==> src/rtl/lsync_peak_detector.sv <==
// lsync_peak_detector
// Long-sync peak pair search behind the long-preamble correlator. It forms the
// squared correlation magnitude and looks for two peaks PEAK_SPACING samples
// apart (peak 2 within +/-GUARD). On a confirmed pair it raises locked. It then
// counts DATA_OFFSET samples from peak 2 and marks the first data sample with
// sync_done. data_gate opens on that marker and feeds the CP-removal/FFT stage.
//
// Sample qualification: corr_strobe is a valid-only strobe (there is no ready).
// A cycle with corr_strobe=1 carries exactly one correlator sample. Only such
// cycles advance the FSM and the sample counters. Cycles without a strobe hold
// all state and force sync_done low.
//
// fsm_state exposes the FSM state for debug: 0 IDLE, 1 HUNT, 2 TRACK1,
// 3 WAIT2, 4 ALIGN, 5 DONE.
module lsync_peak_detector #(
   parameter int THRESH       = 200,
   parameter int PEAK_SPACING = 64,
   parameter int GUARD        = 2,
   parameter int DATA_OFFSET  = 49
) (
   input  logic        CLK,
   input  logic        s_RST,
   input  logic        enable,
   input  logic        corr_strobe,
   input  logic [5:0]  I_corr_In,
   input  logic [5:0]  Q_corr_In,
   output logic        locked,
   output logic        sync_done,
   output logic        data_gate,
   output logic [11:0] peak1_mag,
   output logic [11:0] peak2_mag,
   output logic [2:0]  fsm_state
);

   typedef enum logic [2:0] {
      IDLE   = 3'd0,
      HUNT   = 3'd1,
      TRACK1 = 3'd2,
      WAIT2  = 3'd3,
      ALIGN  = 3'd4,
      DONE   = 3'd5
   } state_t;

   localparam logic [11:0] THR        = 12'(THRESH);
   // Peak 1 is final once this many further samples pass without a larger one;
   // the next sample is then the first sample of the peak-2 window.
   localparam logic [7:0]  SINCE1_END = 8'(PEAK_SPACING - GUARD - 1);
   localparam logic [7:0]  WIN_LAST   = 8'(2 * GUARD);
   localparam logic [7:0]  OFFSET     = 8'(DATA_OFFSET);

   state_t      state, state_nx;

   logic [11:0] best1, best2;
   logic [7:0]  since1, since2, win;

   logic [11:0] i_ext, q_ext, i_sq, q_sq, mag;
   logic [7:0]  since1_inc, since2_inc, win_inc;
   logic        new_max1, new_max2;
   logic [11:0] best2_upd;
   logic        pair_ok;
   logic        strobe_en;

   logic        ev_p1_start, ev_p1_update, ev_p1_age, ev_open;
   logic        ev_win, ev_close, ev_lock, ev_align, ev_sync;

   // Squares are taken modulo 2^12 on sign-extended operands. The low 12 bits
   // of a two's-complement product are exact. |x|<=32 keeps each square <=1024
   // and the sum <=2048, so nothing wraps.
   assign i_ext = {{6{I_corr_In[5]}}, I_corr_In};
   assign q_ext = {{6{Q_corr_In[5]}}, Q_corr_In};
   assign i_sq  = i_ext * i_ext;
   assign q_sq  = q_ext * q_ext;
   assign mag   = i_sq + q_sq;

   assign since1_inc = since1 + 8'd1;
   assign since2_inc = since2 + 8'd1;
   assign win_inc    = win + 8'd1;
   assign new_max1   = (mag > best1);
   assign new_max2   = (mag > best2);
   // A candidate on the last window sample counts toward the pair decision.
   assign best2_upd  = new_max2 ? mag : best2;
   assign pair_ok    = (best2_upd >= THR);
   assign strobe_en  = enable && corr_strobe;

   assign fsm_state  = state;

   // State register.
   always_ff @(posedge CLK) begin
      if (s_RST) begin
         state <= IDLE;
      end else begin
         state <= state_nx;
      end
   end

   // Next-state logic; enable low wins over any strobe.
   always_comb begin
      state_nx = state;
      if (!enable) begin
         state_nx = IDLE;
      end else if (corr_strobe) begin
         case (state)
            IDLE:    state_nx = HUNT;
            HUNT:    if (mag >= THR) state_nx = TRACK1;
            TRACK1:  if (ev_open) state_nx = WAIT2;
            WAIT2:   if (ev_close) state_nx = pair_ok ? ALIGN : HUNT;
            ALIGN:   if (ev_sync) state_nx = DONE;
            DONE:    state_nx = DONE;
            default: state_nx = IDLE;
         endcase
      end
   end

   // Per-sample events decoded from the current state; they steer the datapath.
   always_comb begin
      ev_p1_start  = 1'b0;
      ev_p1_update = 1'b0;
      ev_p1_age    = 1'b0;
      ev_open      = 1'b0;
      ev_win       = 1'b0;
      ev_close     = 1'b0;
      ev_lock      = 1'b0;
      ev_align     = 1'b0;
      ev_sync      = 1'b0;
      if (strobe_en) begin
         case (state)
            HUNT: begin
               ev_p1_start = (mag >= THR);
            end
            TRACK1: begin
               ev_p1_update = new_max1;
               ev_p1_age    = !new_max1;
               ev_open      = !new_max1 && (since1_inc == SINCE1_END);
            end
            WAIT2: begin
               ev_win   = 1'b1;
               ev_close = (win == WIN_LAST);
               ev_lock  = (win == WIN_LAST) && pair_ok;
            end
            ALIGN: begin
               ev_align = 1'b1;
               ev_sync  = (since2_inc == OFFSET);
            end
            default: begin
            end
         endcase
      end
   end

   // Peak tracking, sample counters and registered outputs.
   always_ff @(posedge CLK) begin
      if (s_RST) begin
         best1     <= '0;
         best2     <= '0;
         since1    <= '0;
         since2    <= '0;
         win       <= '0;
         locked    <= 1'b0;
         sync_done <= 1'b0;
         data_gate <= 1'b0;
         peak1_mag <= '0;
         peak2_mag <= '0;
      end else if (!enable) begin
         // Partial search data is dropped; the last reported peaks are kept.
         best1     <= '0;
         best2     <= '0;
         since1    <= '0;
         since2    <= '0;
         win       <= '0;
         locked    <= 1'b0;
         sync_done <= 1'b0;
         data_gate <= 1'b0;
      end else begin
         sync_done <= ev_sync;

         if (ev_p1_start || ev_p1_update) begin
            best1  <= mag;
            since1 <= '0;
         end else if (ev_p1_age) begin
            since1 <= since1_inc;
         end

         if (ev_open) begin
            win    <= '0;
            best2  <= '0;
            since2 <= '0;
         end else if (ev_win) begin
            win    <= win_inc;
            best2  <= best2_upd;
            since2 <= new_max2 ? 8'd0 : since2_inc;
         end else if (ev_align) begin
            since2 <= since2_inc;
         end

         if (ev_lock) begin
            locked    <= 1'b1;
            peak1_mag <= best1;
            peak2_mag <= best2_upd;
         end

         if (ev_sync) begin
            data_gate <= 1'b1;
         end
      end
   end

endmodule

==> config.mk <==
export PLATFORM = sky130hd
export DESIGN_NAME = lsync_peak_detector
export DESIGN_NICKNAME = d
export VERILOG_FILES = /design/src/rtl/lsync_peak_detector.sv
export SDC_FILE = /design/constraint.sdc
export NUM_CORES = 1
export LEC_CHECK = 0
export BUFFER_PORTS_ARGS = -buffer_cell sky130_fd_sc_hd__buf_4
export CAP_MARGIN = 20
export CORE_MARGIN = 2
export CORE_UTILIZATION = 63
export CTS_CLUSTER_SIZE = 28
export DETAILED_ROUTE_END_ITERATION = 8
export PLACE_DENSITY = 0.83
export SETUP_SLACK_MARGIN = 0.15
export SLEW_MARGIN = 20
export SYNTH_ARGS = -nofsm -noshare
export SYNTH_HDL_FRONTEND = slang
export SYNTH_SLANG_ARGS = --single-unit
==> constraint.sdc <==
create_clock -name CLK -period 16.8 [get_ports CLK]
set_input_delay 0.84 -clock CLK [delete_from_list [all_inputs] [get_ports CLK]]
set_output_delay 0.84 -clock CLK [all_outputs]
set_load 0.02 [all_outputs]
Yosys cells after proc, flatten, opt, wreduce, memory -nomap -nowiden

Cells that the tools add are included.

Register bits after elaboration: 78
Input port bits: 16
Output and inout bits: 30
Word-level logic and storage cells: 74

Add/subtract/negate cells: 4
Multipliers: 2
Magnitude comparators: 4
Equal/unequal tests: 12
Mux-type cells: 28
Bitwise operators: 1
Reductions and logical operators: 12

Operators by type and width:

| operator                                                                              | count |
|---|---|
| 8-bit by 1-bit adder with 8-bit output (second input constant)                        | 3 |
| 12-bit by 8-bit greater-or-equal comparator with 1-bit output (second input constant) | 2 |
| 12-bit > comparator                                                                   | 2 |
| 6-bit by 6-bit multiplier with 12-bit output                                          | 2 |
| 8-bit 2-to-1 mux                                                                      | 3 |
| 1-bit 2-to-1 mux                                                                      | 18 |
| 3-bit case mux with 6 select lines                                                    | 1 |
| 8-bit by 6-bit equality test with 1-bit output (second input constant)                | 2 |
| 3-bit 2-to-1 mux                                                                      | 5 |
| 12-bit adder                                                                          | 1 |
| 12-bit 2-to-1 mux                                                                     | 1 |
| 8-bit by 3-bit equality test with 1-bit output (second input constant)                | 1 |
| 2-bit inequality test (second input constant)                                         | 4 |
| 3-bit by 2-bit equality test with 1-bit output (second input constant)                | 2 |
| 3-bit equality test (second input constant)                                           | 2 |
| 3-bit OR reduction                                                                    | 2 |
| 5-bit AND reduction                                                                   | 1 |
| 3-bit by 1-bit equality test with 1-bit output (second input constant)                | 1 |
| 1-bit logical AND                                                                     | 3 |
| 3-bit logical NOT                                                                     | 1 |
| 2-bit AND reduction                                                                   | 1 |
| 2-bit nonzero test                                                                    | 1 |
| 2-bit OR reduction                                                                    | 1 |
| 1-bit logical NOT                                                                     | 1 |
| other kinds (2)                                                                       | 2 |

Depth between registers and ports, before layout

Word-level depth: 9
Depth in mapped cells: 32
Mapped depth without buffers: 30

Worst setup path after synthesis

OpenSTA, ideal clock, no wires.

Path type: input port to flip-flop
Start point: in Q_corr_In[4]
End point: reg win[0]
Setup time: 0.115 ns
Arrival: 7.732 ns
Required time: 16.685 ns
Setup slack: 8.953 ns
Stages on the path: 29
Buffers on the path: 1
Cells stage by stage: and2_1 -> fa_1 -> inv_1 -> fa_1 -> inv_1 -> fa_1 -> inv_1 -> fa_1 -> inv_1 -> fa_1 -> inv_1 -> fa_1 -> inv_1 -> ha_1 -> inv_1 -> fa_1 -> nand2b_1 -> a21oi_1 -> a31oi_1 -> xor2_4 -> inv_1 -> ha_1 -> nand4_1 -> inv_1 -> a221oi_1 -> a31oi_2 -> o41ai_4 -> buf_4 -> nor2_1

Longest elaborated chain between the ends: 8

Ends and longest elaborated chain:

| item                                         | RTL line | source |
|---|---|---|
| start: declaration                           | 26       | `input logic [5:0] Q_corr_In,` |
| 6-bit by 6-bit multiplier with 12-bit output | 72       | `assign q_sq = q_ext * q_ext;` |
| 12-bit adder                                 | 73       | `assign mag = i_sq + q_sq;` |
| via mag[11]                                  | 56       | `logic [11:0] i_ext, q_ext, i_sq, q_sq, mag;` |
| 12-bit > comparator                          | 78       | `assign new_max1 = (mag > best1);` |
| 1-bit logical NOT                            | 133      | `ev_open = !new_max1 && (since1_inc == SINCE1_END);` |
| 1-bit logical AND                            | 133      |  |
| 1-bit 2-to-1 mux                             | 126      | `case (state)` |
| 1-bit 2-to-1 mux                             | 125      | `if (strobe_en) begin` |
| 3-bit OR reduction (no source line)          | -        |  |
| end signal: assignment                       | 188      | `win <= win_inc;` |
| end: declaration                             | 54       | `logic [7:0] since1, since2, win;` |

The timed path passes the listed nets, and every way through them passes these cells.
A chain may end at the register's enable or synchronous reset.

Worst setup path in the final report

Start point: in I_corr_In[5]
End point: reg peak2_mag[8]

Longest elaborated chain between the ends: 9

Ends and longest elaborated chain:

| item                                                          | RTL line | source |
|---|---|---|
| start: declaration                                            | 25       | `input logic [5:0] I_corr_In,` |
| 6-bit by 6-bit multiplier with 12-bit output (*)              | 71       | `assign i_sq = i_ext * i_ext;` |
| 12-bit adder (*)                                              | 73       |  |
| via mag[11]                                                   | 56       |  |
| 12-bit > comparator                                           | 79       | `assign new_max2 = (mag > best2);` |
| 12-bit 2-to-1 mux (*)                                         | 81       | `assign best2_upd = new_max2 ? mag : best2;` |
| 12-bit by 8-bit greater-or-equal comparator with 1-bit output | 82       | `assign pair_ok = (best2_upd >= THR);` |
| 1-bit logical AND                                             | 138      | `ev_lock = (win == WIN_LAST) && pair_ok;` |
| 1-bit 2-to-1 mux                                              | 126      |  |
| 1-bit 2-to-1 mux                                              | 125      |  |
| 2-bit AND reduction (no source line)                          | -        |  |
| end signal: assignment                                        | 198      | `peak2_mag <= best2_upd;` |
| end: declaration                                              | 31       | `output logic [11:0] peak2_mag,` |

Mark *: on every way through the listed nets, which the timed path passes. The rest lies on a longest branch.

==> run summary <==
status - finished clean
fin. max-slew vios - 0
CP bufs+invs - 10
clock slew at the register clock pins of the worst setup and hold paths - 0.08 ns
Final Hold Vio Count - 0
CP most frequent cell - inv_1
Synth top area share - 23.49%
Mapped Nets - 900
top cells by count, synth - 126 x inv_1, 78 x dfxtp_1, 71 x nor2_1
largest net degree at the start of global routing - 30
min Tclk post-route - 8.579 ns
# setup viols final - 0
Post-synth ARST share - 0%
gr ovfl total - 0
DR vias/cell - 5.742
Remaining DRCs - 0
nets - 933
Worst-Margin Slew - 0.9273 ns
H-Tree Depth - 3
dpl ws - 7.913 ns
Port Buffers - 45
Post-synth EDFFs - 0
area delta synth->final - 9.298%
die width - 106.7 microns
DP HPWL - 12.07 mm
Synth Flop Type - dfxtp_1
Setup TNS - 0 ns
vias - 5386
final period utilization - 51.06%
Root Buffer - clkbuf_8
Startpoint Class - input pin
clk buf depth - 2
Rows - 37
Inserted Clock Buffers - 9
wire length per cell - 16.06 microns
ant diodes - 0
CP delay by family, top - adder cells
initial antenna violation count - 0
flop and latch count out of synthesis - 78
share of post-route cells with drive strength above 1 - 11.10%
syn_area_per_cell - 8.701 sq um
Worst Clk Skew - 0.01251 ns
Crit path largest cell delay - 0.76 ns
Post-CTS Resized - 0
Max Clk Rate - 0.1166 GHz
sequential area share after synthesis - 23.49%
Die Y - 106.7 microns
Initial Util - 64.68%
TritonRoute pass-1 iters - 5
max cap viols - 0
post-route setup slack - 8.221 ns
largest area contributor in the netlist - dfxtp_1
Syn. warnings - 0
Antenna Nets Post-Route - 0
most frequent cell after synthesis - inv_1
Post-CTS Setup Bufs - 0
Slew headroom - 37.76%
CTS tree - done
CTS sink count - 78
die area - 11390 sq um
Worst EP arrival - 8.84 ns
core box area - 10280 sq um
RSZ-0062 raised after global routing - no
Cell Area, Synth - 6648 sq um
critical path's slowest cell - o21ai_1
Worst Setup Path Type - in -> reg
fill count - 821
initial drt markers - 349
vias in the first global route - 5421
CP max FO - 14
Top Ports - 46
drt total wl - 15.06 mm
Post-Synthesis Cells - 764
worst-skew pair later-pin latency - 0.36 ns
worst min path class - reg -> reg
synth top area cells - dfxtp_1 23%, fa_1 17%, ha_1 12%, inv_1 7.1%, a21oi_1 4.5%
Setup crit end kind - flip-flop
final core occ - 70.70%
all-layer global routing usage - 28.50%
Distinct cells, synth - 65
CP required - 17.07 ns
hold_buf cts - 0
first-pass GRT wire length - 25.67 mm
gpl congestion - 0.9596
-- logic make-up (layout without fill, tap and decap cells) --
| group | Yosys count | in the layout | synth area share, % |
|---|---|---|---|
| AO/OA/AOI/OAI | 138 | 138 | 14.34 |
| XOR/XNOR | 35 | 35 | 5.327 |
| buffers and inverters | 153 | 191 | 9.204 |
| AND/OR/NAND/NOR | 227 | 227 | 16.77 |
| adder cells (fa/ha/maj) | 120 | 120 | 28.91 |
| flip-flops | 78 | 78 | 23.49 |
| multiplexers | 13 | 13 | 1.957 |
-- registers in the layout, summed over array words and instances, names as in the netlist --
| signal | flops |
|---|---|
| fsm_state | 3 |
| sync_done | 1 |
| since2 | 8 |
| best1 | 12 |
| win | 8 |
| peak1_mag | 12 |
| locked | 1 |
| data_gate | 1 |
| best2 | 12 |
| since1 | 8 |
| peak2_mag | 12 |
-- through the flow --
| step | std cells | hold WS, ns | area [sq um] |
|---|---|---|---|
| detailed placement | 922 | 0.4556 | 7064 |
| CTS | 938 | 0.4675 | 7266 |
| global placement | 922 | 0.4377 | 7064 |
| global route | 938 | 0.4939 | 7266 |
| finish | 938 | 0.4627 | 7266 |
| floorplan | 764 | 0.4437 | 6648 |
-- worst min-delay path, cell delays in order, from the launching register on --
cell and delay, ns:
dfxtp_1 0.32, inv_1 0.05, a21oi_1 0.05
-- cell usage in the layout (no fill, tap or decap), types with 20 or more instances in the layout --
cell type / netlist / layout
fa_1: 56 / 56
dfxtp_1: 78 / 78
o21ai_0: 22 / 22
a21oi_1: 60 / 60
nand3_1: 20 / 20
buf_4: 4 / 49
xnor2_1: 20 / 20
inv_1: 126 / 126
nor2_1: 71 / 71
nand2_1: 46 / 46
ha_1: 64 / 64
-- path summary, 6_finish.rpt --
check | startpoint | end | slack, ns | depth (start not counted)
setup reg to reg | best2[9] | peak2_mag[8] | 13.69 | 9
hold reg to reg | data_gate | data_gate | 0.46 | 2
setup / recovery | I_corr_In[5] | peak2_mag[8] | 8.22 | 30
hold / removal | data_gate | data_gate | 0.46 | 2
-- layout make-up --
| cell class | instances | area, sq um | share of cell area [%] |
|---|---|---|---|
| Clock buffer | 13 | 158.9 | 2.187 |
| Clock inverter | 3 | 42.54 | 0.5855 |
| Inverter | 126 | 473.0 | 6.509 |
| Multi-Input combinational cell | 533 | 4492 | 61.82 |
| Sequential cell | 78 | 1562 | 21.49 |
| Tap cell | 136 | 170.2 | 2.342 |
| Timing Repair Buffer | 49 | 367.9 | 5.063 |
-- metal layers --
| metal | track usage (%) | wire, microns | up-vias |
|---|---|---|---|
| met4 | 8.534 | 287 | 0 |
| met1 | 38.06 | 6538 | 2612 |
| met3 | 4.681 | 905 | 27 |
| met5 | 0 | 0 | - |
| li1 | - | - | 2585 |
| met2 | 47.77 | 7331 | 162 |
Power is not shown: default switching activity piles up to over one toggle a cycle in this logic, so the estimate is an artifact.
